[src/rtl/in_flight_arbiter.sv]
// Round-robin request arbiter with per-colour in-flight accounting.
// Each colour owns MIN_DEPTH reserved slots; the remainder is a shared pool.
module in_flight_arbiter #(
    parameter int COLORS    = 4,
    parameter int MIN_DEPTH = 32,
    parameter int MAX_DEPTH = 512
) (
    input  logic                           clk,
    input  logic                           rst,
    input  logic [COLORS-1:0]              req,
    output logic [COLORS-1:0]              grant,
    output logic                           issue_valid,
    output logic [$clog2(COLORS)-1:0]      issue_tag,
    input  logic                           issue_ready,
    input  logic                           ret_valid,
    input  logic [$clog2(COLORS)-1:0]      ret_tag,
    output logic [$clog2(MAX_DEPTH):0]     total,
    output logic                           underflow
);

    localparam int TW        = $clog2(COLORS);
    localparam int CW        = $clog2(MAX_DEPTH) + 1;
    localparam int HEAD_ROOM = MAX_DEPTH - COLORS * MIN_DEPTH;
    localparam logic [CW-1:0] MIN_C = CW'(MIN_DEPTH);
    localparam logic [CW-1:0] HR_C  = CW'(HEAD_ROOM);
    localparam logic [CW-1:0] ONE_C = CW'(1);
    localparam logic [TW-1:0] ONE_T = TW'(1);

    logic [CW-1:0]     cnt [COLORS];
    logic [CW-1:0]     shared;
    logic [TW-1:0]     rr_ptr;

    logic [COLORS-1:0] eligible;
    logic              slot_free;
    logic              win_found;
    logic [TW-1:0]     win_idx;
    logic [TW-1:0]     scan_idx;
    logic [COLORS-1:0] win_onehot;
    logic              push;
    logic              pop_ok;
    logic              sh_inc;
    logic              sh_dec;

    assign slot_free = !issue_valid || issue_ready;

    always_comb begin
        eligible = '0;
        for (int i = 0; i < COLORS; i++) begin
            eligible[i] = req[i] && ((cnt[i] < MIN_C) || (shared < HR_C));
        end
    end

    // Scan from rr_ptr upward; the index wraps naturally because COLORS is a power of 2.
    always_comb begin
        win_found = 1'b0;
        win_idx   = '0;
        scan_idx  = '0;
        for (int k = 0; k < COLORS; k++) begin
            scan_idx = rr_ptr + TW'(k);
            if (!win_found && eligible[scan_idx]) begin
                win_found = 1'b1;
                win_idx   = scan_idx;
            end
        end
    end

    always_comb begin
        win_onehot          = '0;
        win_onehot[win_idx] = 1'b1;
    end

    assign push   = !rst && slot_free && win_found;
    assign grant  = push ? win_onehot : '0;
    assign pop_ok = ret_valid && (cnt[ret_tag] != '0);

    // Same-colour push+pop cancels, so neither touches the shared pool.
    assign sh_inc = push && (cnt[win_idx] >= MIN_C) && !(pop_ok && (ret_tag == win_idx));
    assign sh_dec = pop_ok && (cnt[ret_tag] > MIN_C) && !(push && (ret_tag == win_idx));

    always_ff @(posedge clk) begin
        if (rst) begin
            for (int i = 0; i < COLORS; i++) begin
                cnt[i] <= '0;
            end
            shared      <= '0;
            total       <= '0;
            rr_ptr      <= '0;
            issue_valid <= 1'b0;
            issue_tag   <= '0;
            underflow   <= 1'b0;
        end else begin
            for (int i = 0; i < COLORS; i++) begin
                if (push && (win_idx == TW'(i)) && !(pop_ok && (ret_tag == TW'(i)))) begin
                    cnt[i] <= cnt[i] + ONE_C;
                end else if (pop_ok && (ret_tag == TW'(i)) && !(push && (win_idx == TW'(i)))) begin
                    cnt[i] <= cnt[i] - ONE_C;
                end
            end

            case ({sh_inc, sh_dec})
                2'b10:   shared <= shared + ONE_C;
                2'b01:   shared <= shared - ONE_C;
                default: shared <= shared;
            endcase

            case ({push, pop_ok})
                2'b10:   total <= total + ONE_C;
                2'b01:   total <= total - ONE_C;
                default: total <= total;
            endcase

            if (slot_free) begin
                issue_valid <= win_found;
                if (win_found) begin
                    issue_tag <= win_idx;
                    rr_ptr    <= win_idx + ONE_T;
                end
            end

            if (ret_valid && (cnt[ret_tag] == '0)) begin
                underflow <= 1'b1;
            end
        end
    end

endmodule

[config.mk]
export PLATFORM = sky130hd
export DESIGN_NAME = in_flight_arbiter
export DESIGN_NICKNAME = d
export VERILOG_FILES = /design/src/rtl/in_flight_arbiter.sv
export SDC_FILE = /design/constraint.sdc
export NUM_CORES = 1
export LEC_CHECK = 0
export BUFFER_PORTS_ARGS = -buffer_cell sky130_fd_sc_hd__buf_2
export CAP_MARGIN = 40
export CORE_MARGIN = 2
export CORE_UTILIZATION = 50
export CTS_BUF_LIST = sky130_fd_sc_hd__clkbuf_16
export DETAILED_ROUTE_END_ITERATION = 8
export PLACE_DENSITY = 0.67
export SLEW_MARGIN = 30
export SYNTH_ARGS = -nofsm -noshare
export SYNTH_HDL_FRONTEND = slang
export SYNTH_SLANG_ARGS = --single-unit
[constraint.sdc]
create_clock -name clk -period 14.2 [get_ports clk]
set_input_delay 1.42 -clock clk [delete_from_list [all_inputs] [get_ports clk]]
set_output_delay 1.42 -clock clk [all_outputs]
set_load 0.01 [all_outputs]
==> flow_metrics.tcl, run 1 <==
set metrics [dict create \
    pin_count 28 \
    setup_ws_ns 8.89 \
    fin_nets 654 \
    slew_headroom_pct 50.8 \
    rows 37 \
    whs_path_depth 2 \
    async_reset_ff_share_pct 0 \
    drcViolationCount 0 \
    startpoint "ret_tag[0]" \
    initial_core_util_pct 51.0 \
    syn_avg_cell_area_um2 9.10 \
    synthCells 571 \
    grt_usage_pct 20.8 \
    diodes 0 \
    min_from "total[6]$_SDFFE_PP0P_" \
    grt_pass1_wl_um 18700 \
    synth-edff-count 40 \
    max-vdd-ir-drop_v 0.0000928 \
    yosys.area_share.simple_pct 21.3 \
    cts_buffers 9 \
    synth_top_family_by_area "simple AND/OR/NAND/NOR gates" \
    hold_buffers 0 \
    critPathLaunchType "input port" \
    wl_per_cell_um 15.3 \
    rsz0062_at_grt "no" \
    die_area_um2 11200 \
    fin_setup_tns_ns 0 \
    ys.flop_type "edfxtp_1" \
    fin_skew_ns 0.00533 \
    leakagePower_nw 2.40 \
    yosys_warnings 0 \
    place_congestion 0.848 \
    layout_commonest_cell "nor2_1" \
    cts_resized 0 \
    worstPathArrival_ns 5.38 \
    grt_pass1_vias 3950 \
    detail-route-antenna-nets 0 \
    synth_compound_area_share_pct 19.9 \
    h-tree-depth 3 \
    tightest_slew_ns 0.737 \
    synthToLayoutAreaGrowth_pct 9.92 \
    ys_seq_area_share_pct 33.1 \
    cellPowerDensity_nw_per_um2 179 \
    clkTransAtPathRegs_ns 0.06 \
    critical_path_class "input port to register" \
    fin_cells 732 \
    final_cell_mix "nor2_1, ha_1, a21oi_1, edfxtp_1, nand2_1" \
    antenna_found_initial 0 \
    drive_above_1_share_pct 12.8 \
    finalHoldViolations 0 \
    drtIter0Drc 252 \
    grt_start_max_net_pins 41 \
    placed_cells 716 \
    ys_types 75 \
    muxShareOfSynthArea_pct 2.79 \
    outcome "finished, final reports clean" \
    cap_violations 0 \
    period_share_pct 37.4 \
    drtPass1Iterations 5 \
    routed_via_density 5.74 \
    synth_area_um2 5200 \
    critPathRequiredTime_ns 14.28 \
    r2r-start "cnt[1][6]$_SDFFCE_PN0P_" \
    synthAdderAreaFrac_pct 13.5 \
    cp_max_fo 14 \
    cts_sinks 66 \
    clock_tree.buffer_depth 2 \
    final_cell_area_um2 5710 \
    place_area_um2 5400 \
    cts_tree "done" \
    gr-total-overflow 0 \
    setup_violations 0 \
    synth.net_count 634 \
    post_cts_buffers 0 \
    port_buffers 27 \
    hold_class "register to register" \
    die_h_um 106 \
    vias 4205 \
    cts_root_buf "clkbuf_16" \
    slew_viol_final 0 \
    place_hpwl_um 8220 \
    end_kind "register" \
    max_freq_mhz 188 \
    die_x_um 106 \
    synth-seq-cells 66 \
    pre_cts_slack_ns 8.61 \
    reg2regPathDepth 18 \
    finalCriticalPeriod_ns 5.31 \
    wl_um 11200 \
    synth-xor-area-share_pct 4.55 \
    design.core.area_um2 10200 \
    insertion_delay_ns 0.34 \
]
state kept, by name, indices dropped and copies added, names as in the netlist:
signal	count
shared	10
cnt	40
issue_valid	1
underflow	1
issue_tag	2
rr_ptr	2
total	10
final cells by class:
| type | instances | area [um2] |
|---|---|---|
| clock buffer | 10 | 250 |
| clock inverter | 6 | 58.8 |
| fill | 897 | 4470 |
| inverter | 36 | 135 |
| multi-input combinational | 451 | 3240 |
| sequential | 66 | 1720 |
| tap | 136 | 170 |
| timing repair buffer | 27 | 135 |
logic make-up after synthesis:
family          Yosys count
compound gates          144
buf+inv                  54
simple gates            215
flops                    66
mux                      12
xor+xnor                 27
fa+ha+maj                53
synth_stat cells (7+ instances only):
master	instances	area [um2]
edfxtp_1	40	1200
a31oi_1	7	43.8
nand3_1	7	35.0
a211oi_1	8	60.1
nor2b_1	12	75.1
o21ai_0	28	140
a21o_1	7	52.6
nand2b_1	12	75.1
nor2_1	72	270
inv_1	34	128
nor3_1	25	125
nand2_1	35	131
and3_1	7	43.8
dfxtp_1	26	521
xnor2_1	16	140
mux2i_1	10	100
ha_1	48	601
xor2_1	11	96.3
a21oi_1	41	205
per-stage QoR:
step | power, mW | util [%] | hold slack (ns)
5_1_grt | 1.10 | 56.1 | 0.515
4_1_cts | 1.03 | 56.1 | 0.489
6_report | 1.02 | 56.1 | 0.485
2_1_floorplan | 0.690 | - | 0.453
3_3_place_gp | 0.769 | 52.9 | 0.462
3_5_place_dp | 0.788 | 53.0 | 0.479
path summary, 6_finish.rpt:
check | end | slack (ns)
max | cnt[2][8]$_SDFFCE_PN0P_ | 8.89
min | total[6]$_SDFFE_PP0P_ | 0.49
max reg2reg | cnt[2][8]$_SDFFCE_PN0P_ | 9.11
min reg2reg | total[6]$_SDFFE_PP0P_ | 0.49
metal layers:
layer	share of wire, %	up-vias	global-route usage [%]
li1	-	2131	-
met1	47	1976	28.0
met2	47	85	33.7
met3	3.7	13	3.62
met4	1.8	0	7.89
met5	0	-	0
power breakdown:
group / internal [mW] / leakage [nW] / total, mW / switching, mW
clock network: 0.147 / 0.159 / 0.235 / 0.0890
logic: 0.195 / 1.61 / 0.463 / 0.268
registers: 0.273 / 0.634 / 0.324 / 0.0504
total: 0.615 / 2.40 / 1.02 / 0.407
worst max-delay path, cell delays in order:
cell      delay (ns)
buf_2           0.29
nor4_1          0.13
a221oi_1        0.46
a21oi_1         0.19
a21boi_2        0.36
and3_1          0.34
nand2b_1        0.12
inv_1           0.25
ha_1            0.33
nor2b_1         0.17
o21ai_0         0.24
a21boi_0        0.20
o311a_1         0.33
o21ai_0         0.25
nor3b_1         0.23
nor3_1          0.06
Note: power is estimated with default switching activity, not from simulation.
==> run 2: changes to the inputs <==
--- a/config.mk
+++ b/config.mk
@@ -11,7 +11,7 @@
 export CORE_UTILIZATION = 50
 export CTS_BUF_LIST = sky130_fd_sc_hd__clkbuf_16
 export DETAILED_ROUTE_END_ITERATION = 8
-export PLACE_DENSITY = 0.67
+export PLACE_DENSITY = 0.7
 export SLEW_MARGIN = 30
 export SYNTH_ARGS = -nofsm -noshare
 export SYNTH_HDL_FRONTEND = slang
==> constraint.sdc (replaced) <==
create_clock -name clk -period 4.45 [get_ports clk]
set_input_delay 0.445 -clock clk [delete_from_list [all_inputs] [get_ports clk]]
set_output_delay 0.445 -clock clk [all_outputs]
set_load 0.01 [all_outputs]
==> run 2 against run 1 <==
Die area is the same. Largest power group unchanged. Count of clock-buffer cells in the layout is the same. Global-route usage grew 1.4 points. Core utilization grew 3.8 points. Sequential power grew to 3.2 times the previous value. Combinational power grew to 3.6 times the previous value.
==> flow_metrics.tcl, run 2 (synthesis results as in run 1) <==
set metrics [dict create \
    routed_via_density 5.78 \
    rows 37 \
    hold_buffers 0 \
    pre_cts_slack_ns -0.119 \
    largestRegisters "cnt: 40 flops, shared: 10 flops, total: 10 flops" \
    slew_headroom_pct 60.5 \
    h-tree-depth 3 \
    grt_pass1_vias 4301 \
    whs_path_depth 2 \
    cts_tree "done" \
    grt_start_max_net_pins 35 \
    p_int_mw 2.08 \
    p_sw_mw 1.36 \
    port_buffers 27 \
    setup_violations 0 \
    comb_power_share_pct 48.4 \
    die_x_um 106 \
    cts_root_buf "clkbuf_16" \
    drive_above_1_share_pct 20.5 \
    design.core.area_um2 10200 \
    antenna_found_initial 0 \
    largest_register_ffs 40 \
    critical_path_class "register to register" \
    final.fill_count 898 \
    cts_buffers 9 \
    rsz0062_at_grt "yes" \
    cap_violations 0 \
    clkTransAtPathRegs_ns 0.06 \
    initial_core_util_pct 51.0 \
    grt_pass1_wl_um 20100 \
    die_h_um 106 \
    placed_cells 741 \
    fin_nets 687 \
    layout_commonest_cell "nor2_1" \
    diodes 0 \
    clock_tree.buffer_depth 2 \
    critPathRequiredTime_ns 4.53 \
    grt_usage_pct 22.2 \
    die_area_um2 11200 \
    tightest_slew_ns 0.593 \
    rrSetupSlack_ns 0.10 \
    place_hpwl_um 8690 \
    end_kind "register" \
    hold_class "input port to register" \
    pin_count 28 \
    drcViolationCount 0 \
    cellPowerDensity_nw_per_um2 565 \
    drtPass1Iterations 5 \
    max_freq_mhz 230 \
    final_cell_mix "nor2_1, ha_1, edfxtp_1" \
    detail-route-antenna-nets 0 \
    insertion_delay_ns 0.34 \
    setup_ws_ns 0.102 \
    reg2regPathDepth 19 \
    wl_per_cell_um 16.0 \
    place_congestion 0.867 \
    regMostFlops "cnt" \
    drtIter0Drc 279 \
    critPathLaunchType "register" \
    worstPathArrival_ns 4.43 \
    cts_sinks 66 \
    pwr-share-clk_pct 21.6 \
    gr-total-overflow 0 \
    finalCriticalPeriod_ns 4.35 \
    wl_um 12300 \
    period_share_pct 97.7 \
    slew_viol_final 0 \
    max-vdd-ir-drop_v 0.000354 \
    switching_share_pct 39.6 \
    p_seq_share_pct 30.0 \
    leakagePower_nw 2.59 \
    fin_skew_ns 0.00599 \
    cp_max_fo 6 \
    vias 4419 \
    fin_cells 765 \
    outcome "finished, final reports clean" \
    synthToLayoutAreaGrowth_pct 17.3 \
    finalHoldViolations 0 \
]
-- run 2: critical path: stages (launching register included) --
cell and delay (ns):
edfxtp_1 0.39, or4_4 0.57, o2bb2a_2 0.29, buf_4 0.17, nand2_1 0.11, o211ai_2 0.19, inv_1 0.15, ha_1 0.17
nand2_1 0.07, and3_1 0.21, nand2b_1 0.11, inv_1 0.10, buf_4 0.17, ha_1 0.31, or2_2 0.31, a21oi_2 0.22
nor3_1 0.08, and4b_1 0.26, mux2i_1 0.18, nor2_1 0.05
-- run 2: final cells by class --
| class | instances | area (um2) | share of cell area [%] |
|---|---|---|---|
| Multi-Input combinational cell | 451 | 3370 | 55.3 |
| Sequential cell | 66 | 1720 | 28.2 |
| Timing Repair Buffer | 60 | 383 | 6.28 |
| Clock buffer | 10 | 250 | 4.11 |
| Tap cell | 136 | 170 | 2.79 |
| Inverter | 36 | 135 | 2.22 |
| Clock inverter | 6 | 62.6 | 1.03 |
-- run 2: per-layer routing --
metal	vias to the layer above	global-route usage [%]	wire (um)
met3	17	4.41	473
met2	85	36.7	6030
met4	0	7.05	197
met1	2117	29.3	5560
met5	-	0	0
li1	2200	-	-
-- run 2: power by group through the flow --
stage	clock network (mW)	logic [mW]	registers, mW
6_report	0.743	1.67	1.03
3_5_place_dp	0	1.53	1.04
3_3_place_gp	0	1.46	1.03
5_1_grt	0.784	1.86	1.06
2_1_floorplan	0	1.21	1.00
4_1_cts	0.753	1.55	1.03
-- run 2: timing repair --
action                                  in CTS  in global routing
hold endpoints to repair                     0                  0
pin swaps                                    1                 10
setup buffers                                2                  6
gates resized for setup                      4                 31
endpoints found under the setup margin       5                 13
-- run 2: path summary, 6_finish.rpt --
path | startpoint | end
worst max-delay path | cnt[2][9]$_SDFFCE_PN0P_ | cnt[2][9]$_SDFFCE_PN0P_
worst min-delay path | rst | underflow$_SDFFE_PP0P_
worst max register to register | cnt[2][9]$_SDFFCE_PN0P_ | cnt[2][9]$_SDFFCE_PN0P_
worst min register to register | total[4]$_SDFFE_PP0P_ | total[4]$_SDFFE_PP0P_
-- run 2: per-stage QoR --
| step | hold slack (ns) | TNS [ns] | area (um2) | total power [mW] | util [%] |
|---|---|---|---|---|---|
| after detailed placement | 0.477 | -0.217 | 5590 | 2.56 | 54.9 |
| after global placement | 0.470 | -0.0226 | 5580 | 2.49 | 54.8 |
| after global routing | 0.426 | -0.245 | 6090 | 3.70 | 59.8 |
| after floorplan | 0.453 | 0 | 5210 | 2.21 | - |
| final | 0.434 | 0 | 6090 | 3.44 | 59.8 |
| after CTS | 0.420 | 0 | 5940 | 3.33 | 58.3 |
